### src/rtl/l2_evict_writeback.sv
// l2_evict_writeback: one-entry victim buffer that drains an evicted dirty L2
// line to memory as an ascending burst of s_beat-wide beats, and offers a
// combinational line-address snoop against the buffered copy while it is held.
module l2_evict_writeback #(
   parameter int s_offset  = 5,
   parameter int s_line    = 8 * 2**s_offset,
   parameter int s_beat    = 64,
   parameter int num_beats = s_line / s_beat
) (
   input  logic              clk,
   input  logic              rst,
   input  logic              evict_req,
   input  logic [31:0]       evict_addr,
   input  logic [s_line-1:0] evict_line,
   output logic              evict_ready,
   output logic              evict_done,
   output logic              mem_write,
   output logic [31:0]       mem_address,
   output logic [s_beat-1:0] mem_wdata,
   input  logic              mem_resp,
   input  logic [31:0]       snoop_addr,
   output logic              snoop_hit,
   output logic [s_line-1:0] snoop_line
);

   localparam int beat_w = (num_beats > 1) ? $clog2(num_beats) : 1;
   localparam int tag_w  = 32 - s_offset;
   localparam logic [beat_w-1:0] last_beat = beat_w'(num_beats - 1);

   typedef enum logic [1:0] {
      IDLE  = 2'd0,
      BURST = 2'd1,
      DONE  = 2'd2
   } state_t;

   state_t            state;
   logic              valid;
   logic [beat_w-1:0] beat;
   logic [tag_w-1:0]  buf_tag;
   logic [s_line-1:0] buf_line;

   // Beat view of the buffered line; beat 0 is the least significant slice.
   logic [s_beat-1:0] beat_data [num_beats];

   for (genvar i = 0; i < num_beats; i++) begin : g_beat
      assign beat_data[i] = buf_line[i*s_beat +: s_beat];
   end

   // Offset bits of both addresses play no part: the buffer works on whole lines.
   logic unused_offset_bits;
   assign unused_offset_bits = ^{evict_addr[s_offset-1:0], snoop_addr[s_offset-1:0]};

   // Capture on accept, step through the beats on each memory acknowledge,
   // then pulse done for one cycle before reopening the buffer.
   always_ff @(posedge clk or posedge rst) begin
      if (rst) begin
         state       <= IDLE;
         valid       <= 1'b0;
         beat        <= '0;
         buf_tag     <= '0;
         buf_line    <= '0;
         evict_ready <= 1'b1;
         evict_done  <= 1'b0;
         mem_write   <= 1'b0;
      end else begin
         case (state)
            IDLE: begin
               evict_done <= 1'b0;
               if (evict_req) begin
                  buf_tag     <= evict_addr[31:s_offset];
                  buf_line    <= evict_line;
                  valid       <= 1'b1;
                  beat        <= '0;
                  evict_ready <= 1'b0;
                  mem_write   <= 1'b1;
                  state       <= BURST;
               end
            end
            BURST: begin
               if (mem_resp) begin
                  if (beat == last_beat) begin
                     valid      <= 1'b0;
                     mem_write  <= 1'b0;
                     evict_done <= 1'b1;
                     state      <= DONE;
                  end else begin
                     beat <= beat + beat_w'(1);
                  end
               end
            end
            DONE: begin
               evict_done  <= 1'b0;
               evict_ready <= 1'b1;
               beat        <= '0;
               state       <= IDLE;
            end
            default: begin
               state       <= IDLE;
               valid       <= 1'b0;
               beat        <= '0;
               evict_ready <= 1'b1;
               evict_done  <= 1'b0;
               mem_write   <= 1'b0;
            end
         endcase
      end
   end

   assign mem_address = {buf_tag, {s_offset{1'b0}}};
   assign mem_wdata   = beat_data[beat];
   assign snoop_hit   = valid && (snoop_addr[31:s_offset] == buf_tag);
   assign snoop_line  = buf_line;

endmodule

### config.mk
export PLATFORM = sky130hd
export DESIGN_NAME = l2_evict_writeback
export DESIGN_NICKNAME = d
export VERILOG_FILES = /design/src/rtl/l2_evict_writeback.sv
export SDC_FILE = /design/constraint.sdc
export NUM_CORES = 1
export LEC_CHECK = 0
export ABC_AREA = 1
export CAP_MARGIN = 10
export CORE_AREA = 2 2 261 263
export DETAILED_ROUTE_END_ITERATION = 12
export DIE_AREA = 0 0 263 265
export PLACE_DENSITY = 0.47
export SLEW_MARGIN = 20
export SYNTH_ARGS = -nofsm -noshare
export SYNTH_HDL_FRONTEND = slang
export SYNTH_SLANG_ARGS = --single-unit
### constraint.sdc
create_clock -name clk -period 11.6 [get_ports clk]
set_input_delay 2.32 -clock clk [delete_from_list [all_inputs] [get_ports clk]]
set_output_delay 2.32 -clock clk [all_outputs]
set_load 0.05 [all_outputs]
## After elaboration in Yosys (flattened, before gate mapping)

Index checks and enable logic that the tools add are counted.
W data, S select, Z words.

| storage, ports and cells | value |
|---|---|
| word-level logic and storage cells | 48 |
| bits of input ports | 324 |
| output and inout port bits | 356 |
| flip-flop bits (word level) | 290 |

| cells by class | value |
|---|---|
| order comparisons | 1 |
| reductions and logical operators | 8 |
| equality and inequality tests | 8 |
| add/subtract/negate cells | 1 |
| muxes and demuxes | 20 |
| bitwise gates (word level) | 3 |

Operators by type and width:

| cell | count |
|---|---|
| $bmux W64 S2 | 1 |
| $mux W64 | 2 |
| $eq A27 B27 Y1 | 1 |
| $mux W2 | 6 |
| $ne A2 B2 Y1 const B | 4 |
| $pmux W2 S2 | 2 |
| $mux W1 | 7 |
| $reduce_and A2 Y1 | 3 |
| $reduce_and A3 Y1 | 2 |
| $eq A2 B2 Y1 const B | 2 |
| $reduce_and A4 Y1 | 1 |
| $ge A3 B3 Y1 const B | 1 |
| $not A2 Y3 | 1 |
| $pmux W1 S3 | 1 |
| $add A2 B1 Y2 const B | 1 |
| $eq A2 B1 Y1 const B | 1 |
| $logic_not A2 Y1 | 1 |
| $not A1 Y1 | 2 |
| $pmux W1 S2 | 1 |
| $logic_and A1 B1 Y1 | 1 |

## Depth between registers and ports, before layout

| depth | value |
|---|---|
| word-level depth | 4 |
| depth in mapped cells | 8 |
| mapped depth without buffers | 8 |

## Worst setup path before layout

Ideal clock, no wire load.

| timing path | value |
|---|---|
| path type | input to output |
| start | input port snoop_addr[16] |
| end | output port snoop_hit |
| cell stages on the path | 8 |
| required time | 9.280 ns |
| setup slack | 5.910 ns |
| data arrival time | 3.370 ns |
| cell sequence | inv_1 > nand2_1 > nand2_1 > nor2_1 > nand2_1 > nor2_1 > nand2_1 > nor2_1 |

| on the way | value |
|---|---|
| word-level cells in the longest chain between the ends | 2 |

Ends and longest elaborated chain:

| item | line | source |
|---|---|---|
| from (decl) | 21 | `input logic [31:0] snoop_addr,` |
| $eq A27 B27 Y1 | 111 | `assign snoop_hit = valid && (snoop_addr[31:s_offset] == buf_tag);` |
| $logic_and A1 B1 Y1 | 111 |  |
| to (decl) | 22 | `output logic snoop_hit,` |

Every way passes these cells.

## Final worst setup path

| timing path | value |
|---|---|
| start | input port snoop_addr[9] |
| end | output port snoop_hit |

The elaborated chain is that of the path after synthesis.

==> metrics.txt <==
most frequent cell after synthesis nand2_1; Worst-path clk slew 0.06 ns; Port Buf Inserts 664; post_cts resized 0; worst rel slew slack 22.89%; xor-xnor portion of the synthesized cell area 0.1988%; Final nets 2661; detailed-router iteration count before antenna repair 5; Syn-to-layout area delta 64.91%; required time of the worst setup path 9.28 ns; clock sink total 290; Fmax 0.1456 GHz; initial antenna violation count 6; Post-synth EDFFs 0; synth cell count leaders 894 x nand2_1, 289 x dfrtp_1, 155 x nor2_1; crit path DAT 4.55 ns; area leader, netlist dfrtp_1; drt wl/cell 19.12 um; CTS max path bufs 3; Final min period 6.869 ns; post-synth top area share 54.72%; Clock Latency Late Sink 0.55 ns; CP Class input pin to output port; startpoint type of the worst setup path input pin; largest family of logic cells by synthesized area simple AND/OR/NAND/NOR gates; post-CTS repair timing setup buffer count 0; HP Class flip-flop to flip-flop; outcome completed; remaining antenna violation count after routing 0; Post-Synth Simple-Gate Area 29.92%; ys async rst share 100.0%; routability cong. 0.8509; RSZ-0062 raised after global routing no; hpwl dp 42.48 mm; first-pass GRT wire length 91.49 mm; DR iter-0 viols 727; Least-Margin Pin Slew 1.157 ns; PnR worst setup slack 4.731 ns; fin crit share 59.22%; synth unique cells 19; sequential area share after synthesis 54.92%; largest net degree at the start of global routing 219; total wire length 61.97 mm; Synth Register Bits 290; fraction of layout cells with a size suffix above 1 3.550%; MaxCap Viol Count 0; core footprint 66800 um^2; Most used DFF post-synth dfrtp_1; number of remaining DRC errors 0; Final setup viols 0; Ports 680; mux share of post-synthesis cell area 0%; DIE AREA 69700 um^2; routed vias/inst 4.221; Worst Skew 0.02246 ns; crit-path max FO 2; all-layer global routing usage 17.15%; setup TNS 0 ns; Syn Inst Count 1726; Hold Buf Count CTS 0; YS warnings 0; CTS Root Buffer Type clkbuf_16; vias in the first global route 13860; row count 95; die height 265 um; post-synthesis adder-cell area fraction 0.09467%; Post-Syn Area 13220 um^2; most area-consuming cells after synthesis dfrtp_1 55%, nand2_1 25%, o21ai_0 5.8%; Die Width 263 um; Final Hold Viols 0; Compound-Gate Fraction of Synth Area 8.842%; crit end category output port; dpl ws 4.687 ns; total CTS buffers 39; Mean Syn Cell Area 7.657 um^2; vias 13680; htree depth 2; GRT overflow 0; fin. max-slew vios 0; CTS tree yes; Starting Density 19.78%
final timing paths:
path	start	end	slack [ns]	depth (start not counted)
max	snoop_addr[9]	snoop_hit	4.73	10
min	evict_ready$_DFFE_PP1P_	evict_ready$_DFFE_PP1P_	0.49	2
max reg2reg	state[1]$_DFFE_PP0P_	snoop_line[64]$_DFFE_PP0P_	8.50	6
min reg2reg	evict_ready$_DFFE_PP1P_	evict_ready$_DFFE_PP1P_	0.49	2
max in group asynchronous	rst	snoop_line[254]$_DFFE_PP0P_	7.14	4
min in group asynchronous	rst	snoop_line[154]$_DFFE_PP0P_	2.32	2
kinds of logic after synthesis:
group,after synthesis
XOR/XNOR,3
buffers and inverters,162
other,1
AO/OA/AOI/OAI,217
adder cells (fa/ha/maj),1
flip-flops,290
AND/OR/NAND/NOR,1052
routing by layer:
layer  track usage, %  share of wire (%)  vias to the layer above  wire length (um)
met4            5.961                3.0                        6              1858
met5                0              0.066                        -                41
met3            4.450                6.7                       97              4126
met1            20.86                 41                     6499             25610
li1                 -                  -                     6598                 -
met2            29.33                 49                      481             30330
stage by stage:
stage               util [%]  std cells  area, um^2  hold slack, ns
global placement       30.68       3168       20490          0.4810
CTS                    32.62       3239       21790          0.4916
global route           32.63       3241       21790          0.5169
detailed placement     30.68       3168       20490          0.4821
finish                 32.63       3241       21790          0.4906
floorplan                  -       1730       13230          0.5291
layout make-up:
type | count | area (um^2)
timing repair buffer | 673 | 6726
clock inverter | 14 | 101.3
antenna | 2 | 5.005
clock buffer | 57 | 1196
multi-input combinational | 1278 | 5187
inverter | 54 | 220.2
fill | 7019 | 45010
sequential | 290 | 7266
tap | 873 | 1092
flip-flops by register name (all words and copies together) (netlist names):
signal	count
snoop_line	256
buf_tag	27
beat	2
state	2
evict_done	1
evict_ready	1
valid	1
layout by cell type, fill, tap and decap left out:
master             n
nand2_1          893
clkdlybuf4s50_1  664
dfrtp_1          287
nor2_1           155
o21ai_0          152
o22ai_1           64
inv_1             50
clkbuf_16         41
clkinv_2          11
clkbuf_8          11
buf_4              8
conb_1             5
clkbuf_1           5
xnor2_1            3
diode_2            2
inv_8              2
nand3_1            2
dfrtp_4            2
nor2_2             1
nand2_4            1
inv_4              1
inv_2              1
o21a_1             1
ha_1               1
bufinv_16          1
inv_6              1
clkinvlp_4         1
dfstp_2            1
buf_12             1
worst max-delay path: stages:
cell and delay, ns:
clkdlybuf4s50_1 0.49, nand2_1 0.06, inv_1 0.05, nor2_1 0.03, nor2_1 0.34, nand2_1 0.09
nor2_1 0.10, nand2_1 0.09, nor2_1 0.15, clkdlybuf4s50_1 0.83
Power is not shown: default switching activity piles up to over one toggle a cycle in this logic, so the estimate is an artifact.
==> edit, RTL diff (same flow settings) <==
`s_offset`: 5 -> 4.
--- a/src/rtl/l2_evict_writeback.sv
+++ b/src/rtl/l2_evict_writeback.sv
@@ -2,7 +2,7 @@
 // line to memory as an ascending burst of s_beat-wide beats, and offers a
 // combinational line-address snoop against the buffered copy while it is held.
 module l2_evict_writeback #(
-   parameter int s_offset  = 5,
+   parameter int s_offset  = 4,
    parameter int s_line    = 8 * 2**s_offset,
    parameter int s_beat    = 64,
    parameter int num_beats = s_line / s_beat
Interface: changed (resized evict_line and snoop_line); port bits go from 680 to 424. No check against the original RTL was run, so the function may have changed too.
==> edit against the unedited design <==
Cell count down 30%; sequential cell count down 128; die area unchanged; worst setup slack better by 220 ps; cell area down 40%; wire length down 48%; via count down 45%; area after synthesis down 43%; critical path type unchanged; highest routed layer unchanged.
Power is not shown: default switching activity piles up to over one toggle a cycle in this logic, so the estimate is an artifact.
==> edit: results (changes against the unedited design) <==
Parameter                              Value

Finish
  Largest register FFs    128 (was 256)
  Nets    1584 (was 2661)
  # fillers    7498 (was 7019)
  Layout cell share with drive strength beyond 1    0.0436 (was 0.0355)
  Antenna diode count    0 (was 2)

Global route
  Pin count of the biggest net entering global routing    112 (was 219)
  Total GRT Usage    0.0923 (was 0.172)
  Antenna violations before repair    4 (was 6)
  Wire length of the first global-routing pass    48200 µm (was 91500 µm)

Routing
  Via Count    7588 (was 13700)
  First drt pass iteration count    4 (was 5)
  Total detailed-routing wirelength    32100 µm (was 62000 µm)
  Initial drt markers    344 (was 727)

Setup path
  Endpoint of the most critical register-to-register path    snoop_line[66] (was snoop_line[64])
  Crit-path max FO    2 (unchanged)
  Slack of the worst reg-to-reg path    8390 ps (was 8500 ps)
  Launching point of the worst reg2reg path    state[1] (unchanged)
  Start point of the critical path    snoop_addr[29] (was snoop_addr[9])

Logic synthesis
  Largest cells by area after synthesis    sky130_fd_sc_hd__dfrtp_1 (53%), sky130_fd_sc_hd__nand2_1 (30%), sky130_fd_sc_hd__o21ai_0 (3.5%), sky130_fd_sc_hd__inv_1 (3.3%), sky130_fd_sc_hd__buf_6 (2.2%) (was sky130_fd_sc_hd__dfrtp_1 (55%), sky130_fd_sc_hd__nand2_1 (25%), sky130_fd_sc_hd__o21ai_0 (5.8%), sky130_fd_sc_hd__nor2_1 (4.4%), sky130_fd_sc_hd__o22ai_1 (3.0%))
  Portion of the post-synthesis area used by sequential elements    0.538 (was 0.549)
  Unique cell type count in the Yosys netlist    23 (was 19)
  Most common library cells after synthesis    sky130_fd_sc_hd__nand2_1 (608), sky130_fd_sc_hd__dfrtp_1 (161), sky130_fd_sc_hd__inv_1 (67) (was sky130_fd_sc_hd__nand2_1 (894), sky130_fd_sc_hd__dfrtp_1 (289), sky130_fd_sc_hd__nor2_1 (155))
  Count of mapped cells out of synthesis    1000 (was 1726)

Placement
  Gpl congestion    0.771 (was 0.851)
  Post-DP HPWL    23100 µm (was 42500 µm)
  Port-buffer cells    411 (was 664)
  Number of cells in the design after placement    2241 (was 3168)

STA
  Relative max-transition margin    0.303 (was 0.229)
  Post-route clock skew    22.1 ps (was 22.5 ps)

Clock network
  Clock latency of the later-clocked register in the worst-skew pair    480 ps (was 550 ps)
  Number of buffers on the longest clock path    2 (was 3)
  Number of H-tree levels    4 (was 2)
  TritonCTS Buffers    17 (was 39)

Status
  Outcome    finished, final reports clean (unchanged)
-- edit: changes by cell type after synthesis, sizes merged, moves of 15 or more --
cell and change:
buf -34, clkbuf -23, dfrtp -128, inv +15, nand2 -275, nor2 -130, o21ai -87, o22ai -64
-- edit: layout make-up --
cell class	instances	area share
Clock buffer	21	0.0353
Clock inverter	9	0.00835
Tap cell	873	0.0838
Sequential cell	162	0.311
Inverter	69	0.0206
Timing Repair Buffer	417	0.320
Multi-Input combinational cell	721	0.221
-- edit: worst min-delay path by stage --
stage / start / to / slack [ps] / cells after the start
floorplan: state[0] / valid / 460 / 1
global placement: snoop_line[3] / snoop_line[3] / 490 / 2
detailed placement: evict_ready / evict_ready / 480 / 2
CTS: evict_ready / evict_ready / 500 / 2
global route: snoop_line[29] / snoop_line[29] / 540 / 2
finish: evict_ready / evict_ready / 500 / 2
-- edit: critical path, cell delays in order --
cell and delay (ps):
sky130_fd_sc_hd__clkdlybuf4s50_1 500, sky130_fd_sc_hd__inv_1 50, sky130_fd_sc_hd__nand2_1 110, sky130_fd_sc_hd__nand2_1 60
sky130_fd_sc_hd__nor2_1 100, sky130_fd_sc_hd__nand2_1 100, sky130_fd_sc_hd__nor2_1 100, sky130_fd_sc_hd__nand2_1 50
sky130_fd_sc_hd__nor2_1 90, sky130_fd_sc_hd__clkdlybuf4s50_1 840
-- edit: through the flow --
stage	utilization	setup slack (ps)	cell area, µm²	hold WS [ps]
global route	0.195	4780	13000	536
CTS	0.195	4920	13000	501
global placement	0.186	4910	12400	486
detailed placement	0.186	4920	12400	484
floorplan	-	4910	7550	463
finish	0.195	4950	13000	499
-- edit: cell families after synthesis --
| logic type | Yosys count | synth area share |
|---|---|---|
| buffers and inverters | 120 | 0.0831 |
| other | 1 | 0.000497 |
| xor gates and xnor gates | 1 | 0.00116 |
| and+or+nand+nor | 647 | 0.326 |
| DFF | 162 | 0.538 |
| AOI/OAI and AO/OA | 69 | 0.0516 |
-- edit: layer usage --
metal | up-vias | share of wire | global-route usage
met5 | - | 0.00096 | 0
met4 | 4 | 0.023 | 0.0429
met3 | 36 | 0.055 | 0.0255
met2 | 227 | 0.48 | 0.151
met1 | 3557 | 0.44 | 0.113
li1 | 3764 | - | -
